File: src/rtl/fifo_consumer_pkg.sv
// State encoding for fifo_consumer: one-hot enum plus the bit index of each state.
package fifo_consumer_pkg;

    localparam int unsigned STATE_W = 5;

    localparam int unsigned IDLE_B  = 0;
    localparam int unsigned WAIT_B  = 1;
    localparam int unsigned BURST_B = 2;
    localparam int unsigned DRAIN_B = 3;
    localparam int unsigned DONE_B  = 4;

    typedef enum logic [STATE_W-1:0] {
        StIdle  = 5'b00001,
        StWait  = 5'b00010,
        StBurst = 5'b00100,
        StDrain = 5'b01000,
        StDone  = 5'b10000
    } fifo_consumer_state_t;

endpackage

File: src/rtl/single_port_ram_pkg.sv
// Control encodings shared by every client of the single-port buffer SRAM.
package single_port_ram_pkg;

    localparam logic CS_ENB   = 1'b1;
    localparam logic CS_DIS   = 1'b0;
    localparam logic OE_ENB   = 1'b1;
    localparam logic OE_DIS   = 1'b0;
    localparam logic WREQ_ENB = 1'b1;
    localparam logic WREQ_DIS = 1'b0;

endpackage

File: src/rtl/fifo_consumer.sv
// Drains a sync FIFO into the buffer SRAM over an address range, in arbiter-granted bursts.
// Define FIFO_CONSUMER_STALL_CNT_EN to add the stall_cnt port (empty-FIFO cycles inside a burst).
module fifo_consumer
    import fifo_consumer_pkg::*;
    import single_port_ram_pkg::*;
#(
    parameter int unsigned DATA_WIDTH = 16,
    parameter int unsigned ADDR_WIDTH = 20,
    parameter int unsigned BURST_SIZE = 4
) (
    input  logic                  clk,
    input  logic                  rstn,
    input  logic                  enb,
    output logic                  done,
    output logic                  request,
    input  logic                  grant,
    input  logic [ADDR_WIDTH-1:0] addr_begin,
    input  logic [ADDR_WIDTH-1:0] addr_step,
    input  logic [ADDR_WIDTH-1:0] addr_end,
    input  logic                  fifo_empty,
    output logic                  fifo_r_en,
    input  logic [DATA_WIDTH-1:0] fifo_data_out,
    output logic                  to_buffer_cs,
    output logic                  to_buffer_oe,
    output logic [ADDR_WIDTH-1:0] to_buffer_addr,
    output logic                  to_buffer_W_req,
`ifdef FIFO_CONSUMER_STALL_CNT_EN
    output logic [31:0]           stall_cnt,
`endif
    output logic [DATA_WIDTH-1:0] to_buffer_W_data
);

    localparam int unsigned CNT_W = $clog2(BURST_SIZE + 1);

    fifo_consumer_state_t  state_q, state_d;
    logic [ADDR_WIDTH-1:0] issue_addr_q, issue_addr_d;
    logic [ADDR_WIDTH-1:0] wr_addr_q, wr_addr_d;
    logic                  last_issued_q, last_issued_d;
    logic [CNT_W-1:0]      pop_cnt_q, pop_cnt_d;
    logic                  vld_q;
    logic [DATA_WIDTH-1:0] data_q;
    logic                  pop;
    logic                  final_pop;

    assign pop = state_q[BURST_B] && !fifo_empty && !last_issued_q &&
                 (pop_cnt_q < CNT_W'(BURST_SIZE));
    assign final_pop = pop && ((pop_cnt_q == CNT_W'(BURST_SIZE - 1)) || (issue_addr_q == addr_end));

    always_comb begin
        state_d       = state_q;
        issue_addr_d  = issue_addr_q;
        last_issued_d = last_issued_q;
        pop_cnt_d     = pop_cnt_q;
        request       = 1'b0;
        done          = 1'b0;
        unique case (1'b1)
            state_q[IDLE_B]: begin
                if (enb) begin
                    state_d       = StWait;
                    issue_addr_d  = addr_begin;
                    last_issued_d = 1'b0;
                end
            end
            state_q[WAIT_B]: begin
                request = !fifo_empty;
                if (grant && !fifo_empty) begin
                    state_d = StBurst;
                end
            end
            state_q[BURST_B]: begin
                request = 1'b1;
                if (pop) begin
                    pop_cnt_d     = pop_cnt_q + CNT_W'(1);
                    issue_addr_d  = issue_addr_q + addr_step;
                    last_issued_d = (issue_addr_q == addr_end);
                end
                if (final_pop) begin
                    state_d = StDrain;
                end
            end
            state_q[DRAIN_B]: begin
                // The bus stays held while the last popped word is written.
                request   = 1'b1;
                pop_cnt_d = '0;
                state_d   = last_issued_q ? StDone : StWait;
            end
            state_q[DONE_B]: begin
                done    = 1'b1;
                state_d = StIdle;
            end
            default: state_d = StIdle;
        endcase
    end

    always_comb begin
        wr_addr_d = wr_addr_q;
        if (state_q[IDLE_B] && enb) begin
            wr_addr_d = addr_begin;
        end else if (vld_q) begin
            wr_addr_d = wr_addr_q + addr_step;
        end
    end

    always_ff @(posedge clk) begin
        if (!rstn) begin
            state_q       <= StIdle;
            issue_addr_q  <= '0;
            wr_addr_q     <= '0;
            last_issued_q <= 1'b0;
            pop_cnt_q     <= '0;
            vld_q         <= 1'b0;
            data_q        <= '0;
        end else begin
            state_q       <= state_d;
            issue_addr_q  <= issue_addr_d;
            wr_addr_q     <= wr_addr_d;
            last_issued_q <= last_issued_d;
            pop_cnt_q     <= pop_cnt_d;
            vld_q         <= pop;
            if (vld_q) begin
                data_q <= fifo_data_out;
            end
        end
    end

    assign fifo_r_en        = pop;
    assign to_buffer_cs     = vld_q ? CS_ENB : CS_DIS;
    assign to_buffer_W_req  = vld_q ? WREQ_ENB : WREQ_DIS;
    assign to_buffer_oe     = OE_DIS;
    assign to_buffer_addr   = wr_addr_q;
    // Read data arrives one cycle after the pop, exactly when the write slot opens.
    assign to_buffer_W_data = vld_q ? fifo_data_out : data_q;

`ifdef FIFO_CONSUMER_STALL_CNT_EN
    logic [31:0] stall_cnt_q;

    always_ff @(posedge clk) begin
        if (!rstn) begin
            stall_cnt_q <= '0;
        end else if (state_q[IDLE_B] && enb) begin
            stall_cnt_q <= '0;
        end else if (state_q[BURST_B] && fifo_empty && !last_issued_q && (stall_cnt_q != '1)) begin
            stall_cnt_q <= stall_cnt_q + 32'd1;
        end
    end

    assign stall_cnt = stall_cnt_q;
`endif

endmodule
File: config.mk
export PLATFORM = sky130hd
export DESIGN_NAME = fifo_consumer
export DESIGN_NICKNAME = d
export VERILOG_FILES = /design/src/rtl/fifo_consumer_pkg.sv /design/src/rtl/single_port_ram_pkg.sv /design/src/rtl/fifo_consumer.sv
export SDC_FILE = /design/constraint.sdc
export NUM_CORES = 1
export LEC_CHECK = 0
export CAP_MARGIN = 0
export CORE_AREA = 5 5 103 105
export DETAILED_ROUTE_END_ITERATION = 16
export DIE_AREA = 0 0 108 110
export PLACE_DENSITY = 0.86
export SLEW_MARGIN = 20
export SYNTH_ARGS = -nofsm -noshare
export SYNTH_HDL_FRONTEND = slang
export SYNTH_SLANG_ARGS = --single-unit
File: constraint.sdc
create_clock -name clk -period 5.2 [get_ports clk]
set_clock_uncertainty 0.1 [all_clocks]
set_input_delay 0.52 -clock clk [delete_from_list [all_inputs] [get_ports clk]]
set_output_delay 0.52 -clock clk [all_outputs]
set_load 0.005 [all_outputs]
# Word level (Yosys, flattened, before mapping)
# Cells that the tools add are included.
# totals
reg_bits	66
input_bits	81
word_cells	53
out_inout_bits	42
# op_classes
eq_ne	6
addsub	3
mux	19
order_cmp	1
reduce_logical	16
# op_table
cell	count
$mux W20	4
$add A20 B20 Y20	2
$pmux W20 S2	1
$eq A20 B20 Y1	1
$mux W5	4
$pmux W5 S4	1
$mux W16	1
$logic_and A1 B1 Y1	6
$ne A2 B1 Y1 const B	3
$pmux W3 S2	1
$reduce_and A3 Y1	2
$reduce_bool A2 Y1	3
$mux W1	4
$pmux W1 S2	2
$add A3 B1 Y3 const B	1
$eq A3 B2 Y1 const B	1
$lt A3 B3 Y1 const B	1
$mux W3	1
$logic_not A1 Y1	2
$ne A2 B2 Y1 const B	1
$reduce_and A2 Y1	1
$reduce_or A2 Y1	1
$logic_or A1 B1 Y1	1

# Longest topological paths before layout
# logic_depth
word_depth	7
mapped_depth	10
depth_no_buf	10

# Worst setup path before layout
# Ideal clock, no wire load.
# synth_path
kind	input-to-reg
startpoint	input port addr_step[4]
endpoint	register wr_addr_q[17] (netlist: to_buffer_addr[17])
required_ns	4.988
n_path_buf	0
setup_time_ns	0.112
slack_ns	2.642
cell_stages	8
arrival_time_ns	2.346
path_cell_list	ha_1 > a21o_1 > a31o_2 > a41o_2 > a221oi_1 > o211ai_1 > xnor2_1 > a2111oi_1
# synth_between
elab_chain_cells	3
# synth_lines
element	line_no	text
start: declaration	fifo_consumer.sv:18	input logic [ADDR_WIDTH-1:0] addr_step,
$add A20 B20 Y20	fifo_consumer.sv:100	wr_addr_d = wr_addr_q + addr_step;
$mux W20	fifo_consumer.sv:99	end else if (vld_q) begin
$mux W20	fifo_consumer.sv:97	if (state_q[IDLE_B] && enb) begin
end signal: assignment	fifo_consumer.sv:116	wr_addr_q <= wr_addr_d;
end: declaration	fifo_consumer.sv:37	logic [ADDR_WIDTH-1:0] wr_addr_q, wr_addr_d;
# Every way passes these cells. The select of a mux whose other input is x is not followed.
# A chain may end at the register's enable or synchronous reset.

# Worst setup path in the final report
# Same ends and word-level chain as after synthesis.

==> metrics.md <==
| Metric | Value |
|---|---|
| Status | `finished clean` |
| Area leader, netlist | `dfxtp_1` |
| DP Wirelength | `12160 um` |
| # DRC | `0` |
| Worst skew pair latency | `~0.35 ns` |
| Final Critical Period | `2.926 ns` |
| CTS tree | `built` |
| Clock sink count | `66` |
| Critical-path top delay cell | `clkdlybuf4s50_1` |
| Final slew viol count | `0` |
| DR vias/cell | `a little over 6` |
| Synth cell types | `72` |
| Post-Route WL | `roughly 16000 um` |
| Worst path arrival time | `between 3 and 4 ns` |
| Cells after DPL | `837` |
| Worst setup path category | `in -> reg` |
| Max frequency | `between 0.3 and 0.4 GHz` |
| I/O pins | `between 100 and 150` |
| Worst hold slack | `around 0.37 ns` |
| Die footprint | `0.01188 sq mm` |
| Fin Setup TNS | `0 ns` |
| RePlAce Congestion | `about 0.96` |
| DR pass1 iterations | `5` |
| DRT iter0 DRCs | `about 340` |
| Num CTS Buffers | `9` |
| Post-synth EDFFs | `0` |
| Root Driver | `clkbuf_8` |
| Asr flop ratio synth | `0%` |
| Setup crit start kind | `primary input` |
| Synthesized flop and latch total | `66` |
| Worst Max-Slew Pin Slew | `1.018 ns` |
| CP Cell Sequence | `clkdlybuf4s50_1, ha_1, a21o_1, a31o_2, a41o_2, a221oi_1, o211ai_1, xnor2_1, a2111oi_1` |
| Vias | `5232` |
| Pwr dens | `255.8 mW/mm^2` |
| Die outline height | `about 110 um` |
| Post-Syn Instances | `roughly 620` |
| H-tree levels | `3` |
| Cell Area, Synth | `roughly 0.005 sq mm` |
| Core area | `0.009549 sq mm` |
| Initial antenna violation count | `0` |
| Syn nets | `between 700 and 800` |
| Clk slew on worst S/H paths | `about 0.08 ns` |
| Fin crit share | `between 50% and 60%` |
| Critical Path Sink Type | `flip-flop` |
| Post-DRT Antenna Nets | `0` |
| Starting Density | `between 50% and 60%` |
| RSZ-0062 raised after global routing | `false` |
| Main synth FF type | `dfxtp_1` |
| Critical Path Max Stage Delay | `about 0.45 ns` |
| FILL cells | `roughly 800` |
| Required @ worst endpoint | `5.33 ns` |
| Finished Layout Cells | `around 850` |
| Hold buffers post-CTS | `0` |
| Hold Fails Final Rpt | `0` |
| Tot GR Track Use | `~28%` |
| Die width | `roughly 110 um` |
| Static Leak | `roughly 2.6 nW` |
| First-pass GRT wire length | `between 20000 and 30000 um` |
| Clock buffer depth | `2` |
| Num rows | `36` |
| Slew HR | `between 30% and 40%` |
| Top area cells in the synthesized netlist | `dfxtp_1, ha_1, xnor2_1, a21oi_1, mux2i_1` |
| Area Overhead vs Synth | `29.07%` |
| Final core utilization | `~69%` |
| DR WL/cell | `between 15 and 20 um` |
| Nets@finish | `roughly 840` |
| Vias in the first global route | `between 5000 and 6000` |
| Synth warnings | `0` |
| Largest net degree at the start of global routing | `44` |
| Sequential area share after synthesis | `about a quarter` |
| Syn Area/Cell | `between 8 and 9 sq um` |
| Gr ovfl total | `0` |
| Post-CTS Setup Repair Bufs | `0` |
| Port bufs | `121` |
| Post-CTS Resized | `0` |
| Setup violators final | `0` |
| Share of the synthesized area in the top cell type | `between 20 and 30%` |
| Crit Path Max Fanout | `6` |
| Hold Path Class | `reg -> reg` |
| Max_cap viols | `0` |
| Share of post-route cells with drive strength above 1 | `approximately 7.6%` |
| Worst vdd ir | `about 0.00016 V` |
| Ant diodes | `0` |
[cell usage in the layout (no fill, tap or decap), drive strengths merged, types with 12 or more instances in the layout]
cell / instances
clkdlybuf4s50: 121
a21oi: 67
dfxtp: 66
xnor2: 44
ha: 40
nand2: 39
o21ai: 37
nor2: 34
mux2i: 23
and2: 22
mux2: 17
a211oi: 16
nand3: 16
a21o: 15
nor3: 15
inv: 14
clkbuf: 12
[cell usage after synthesis (16+ instances only)]
cell and count:
a21oi_1 66, dfxtp_1 66, xnor2_1 44, ha_1 40
nand2_1 39, nor2_1 34, o21ai_0 31, mux2i_1 23
and2_1 21, clkbuf_1 18, mux2_2 17, a211oi_1 16
[metrics by stage]
stage	setup WS, ns	power (mW)	instance area, sq um
after floorplan	2.642	0.9557	5105
after global placement	2.030	1.137	6349
after detailed placement	1.958	1.153	6349
after CTS	2.225	1.680	6586
after global routing	2.084	1.758	6589
final	2.274	1.685	6589
[state kept, by name, indices dropped and copies added, names as in the netlist]
signal          flops
issue_addr_q       20
to_buffer_addr     20
data_q             16
state_q             5
pop_cnt_q           3
last_issued_q       1
vld_q               1
[where the power goes]
part | switching [mW] | leakage [nW] | internal, mW
registers | 0.0370 | 0.542 | 0.539
clock network | 0.220 | 0.119 | 0.309
logic | 0.307 | 1.90 | 0.274
[cell families after synthesis]
family                     after synthesis  synth area share (%)
AOI/OAI and AO/OA                      183                 23.26
and+or+nand+nor                        180                 18.70
DFF                                     66                 25.88
buffers and inverters                   53                 4.485
xor gates and xnor gates                51                 8.750
adders and majority gates               42                 10.59
muxes                                   40                 8.260
other                                    1               0.07346
[layer usage]
metal,wire length (um),global-route usage [%],vias up
met1,6656,31.83,2452
met3,1318,6.465,55
met5,0,0,-
met4,644,13.17,0
met2,7752,48.05,277
li1,-,-,2448
[layout make-up]
cell class,count,area (sq um),share of cell area (%)
Multi-Input combinational cell,497,3555,53.95
Tap cell,133,166.4,2.526
Clock inverter,4,72.57,1.101
Sequential cell,66,1325,20.11
Inverter,15,56.30,0.8545
Clock buffer,12,165.2,2.507
Timing Repair Buffer,126,1249,18.95
[critical path, delay by kind of cell]
family / cells / cell delay (ns)
AO/OA/AOI/OAI: 6 / 1.53
buffers and inverters: 1 / 0.45
adder cells (fa/ha/maj): 1 / 0.39
XOR/XNOR: 1 / 0.15
[final timing paths]
check | start | endpoint | slack, ns | depth (start not counted)
worst max-delay path | addr_step[4] | to_buffer_addr[17]$_SDFFE_PN0P_ | 2.27 | 9
worst min-delay path | state_q[4]$_SDFFE_PN0P_ | state_q[4]$_SDFFE_PN0P_ | 0.37 | 2
worst max register to register | to_buffer_addr[4]$_SDFFE_PN0P_ | to_buffer_addr[17]$_SDFFE_PN0P_ | 2.58 | 8
worst min register to register | state_q[4]$_SDFFE_PN0P_ | state_q[4]$_SDFFE_PN0P_ | 0.37 | 2
Power figures use the tool's default switching activity.
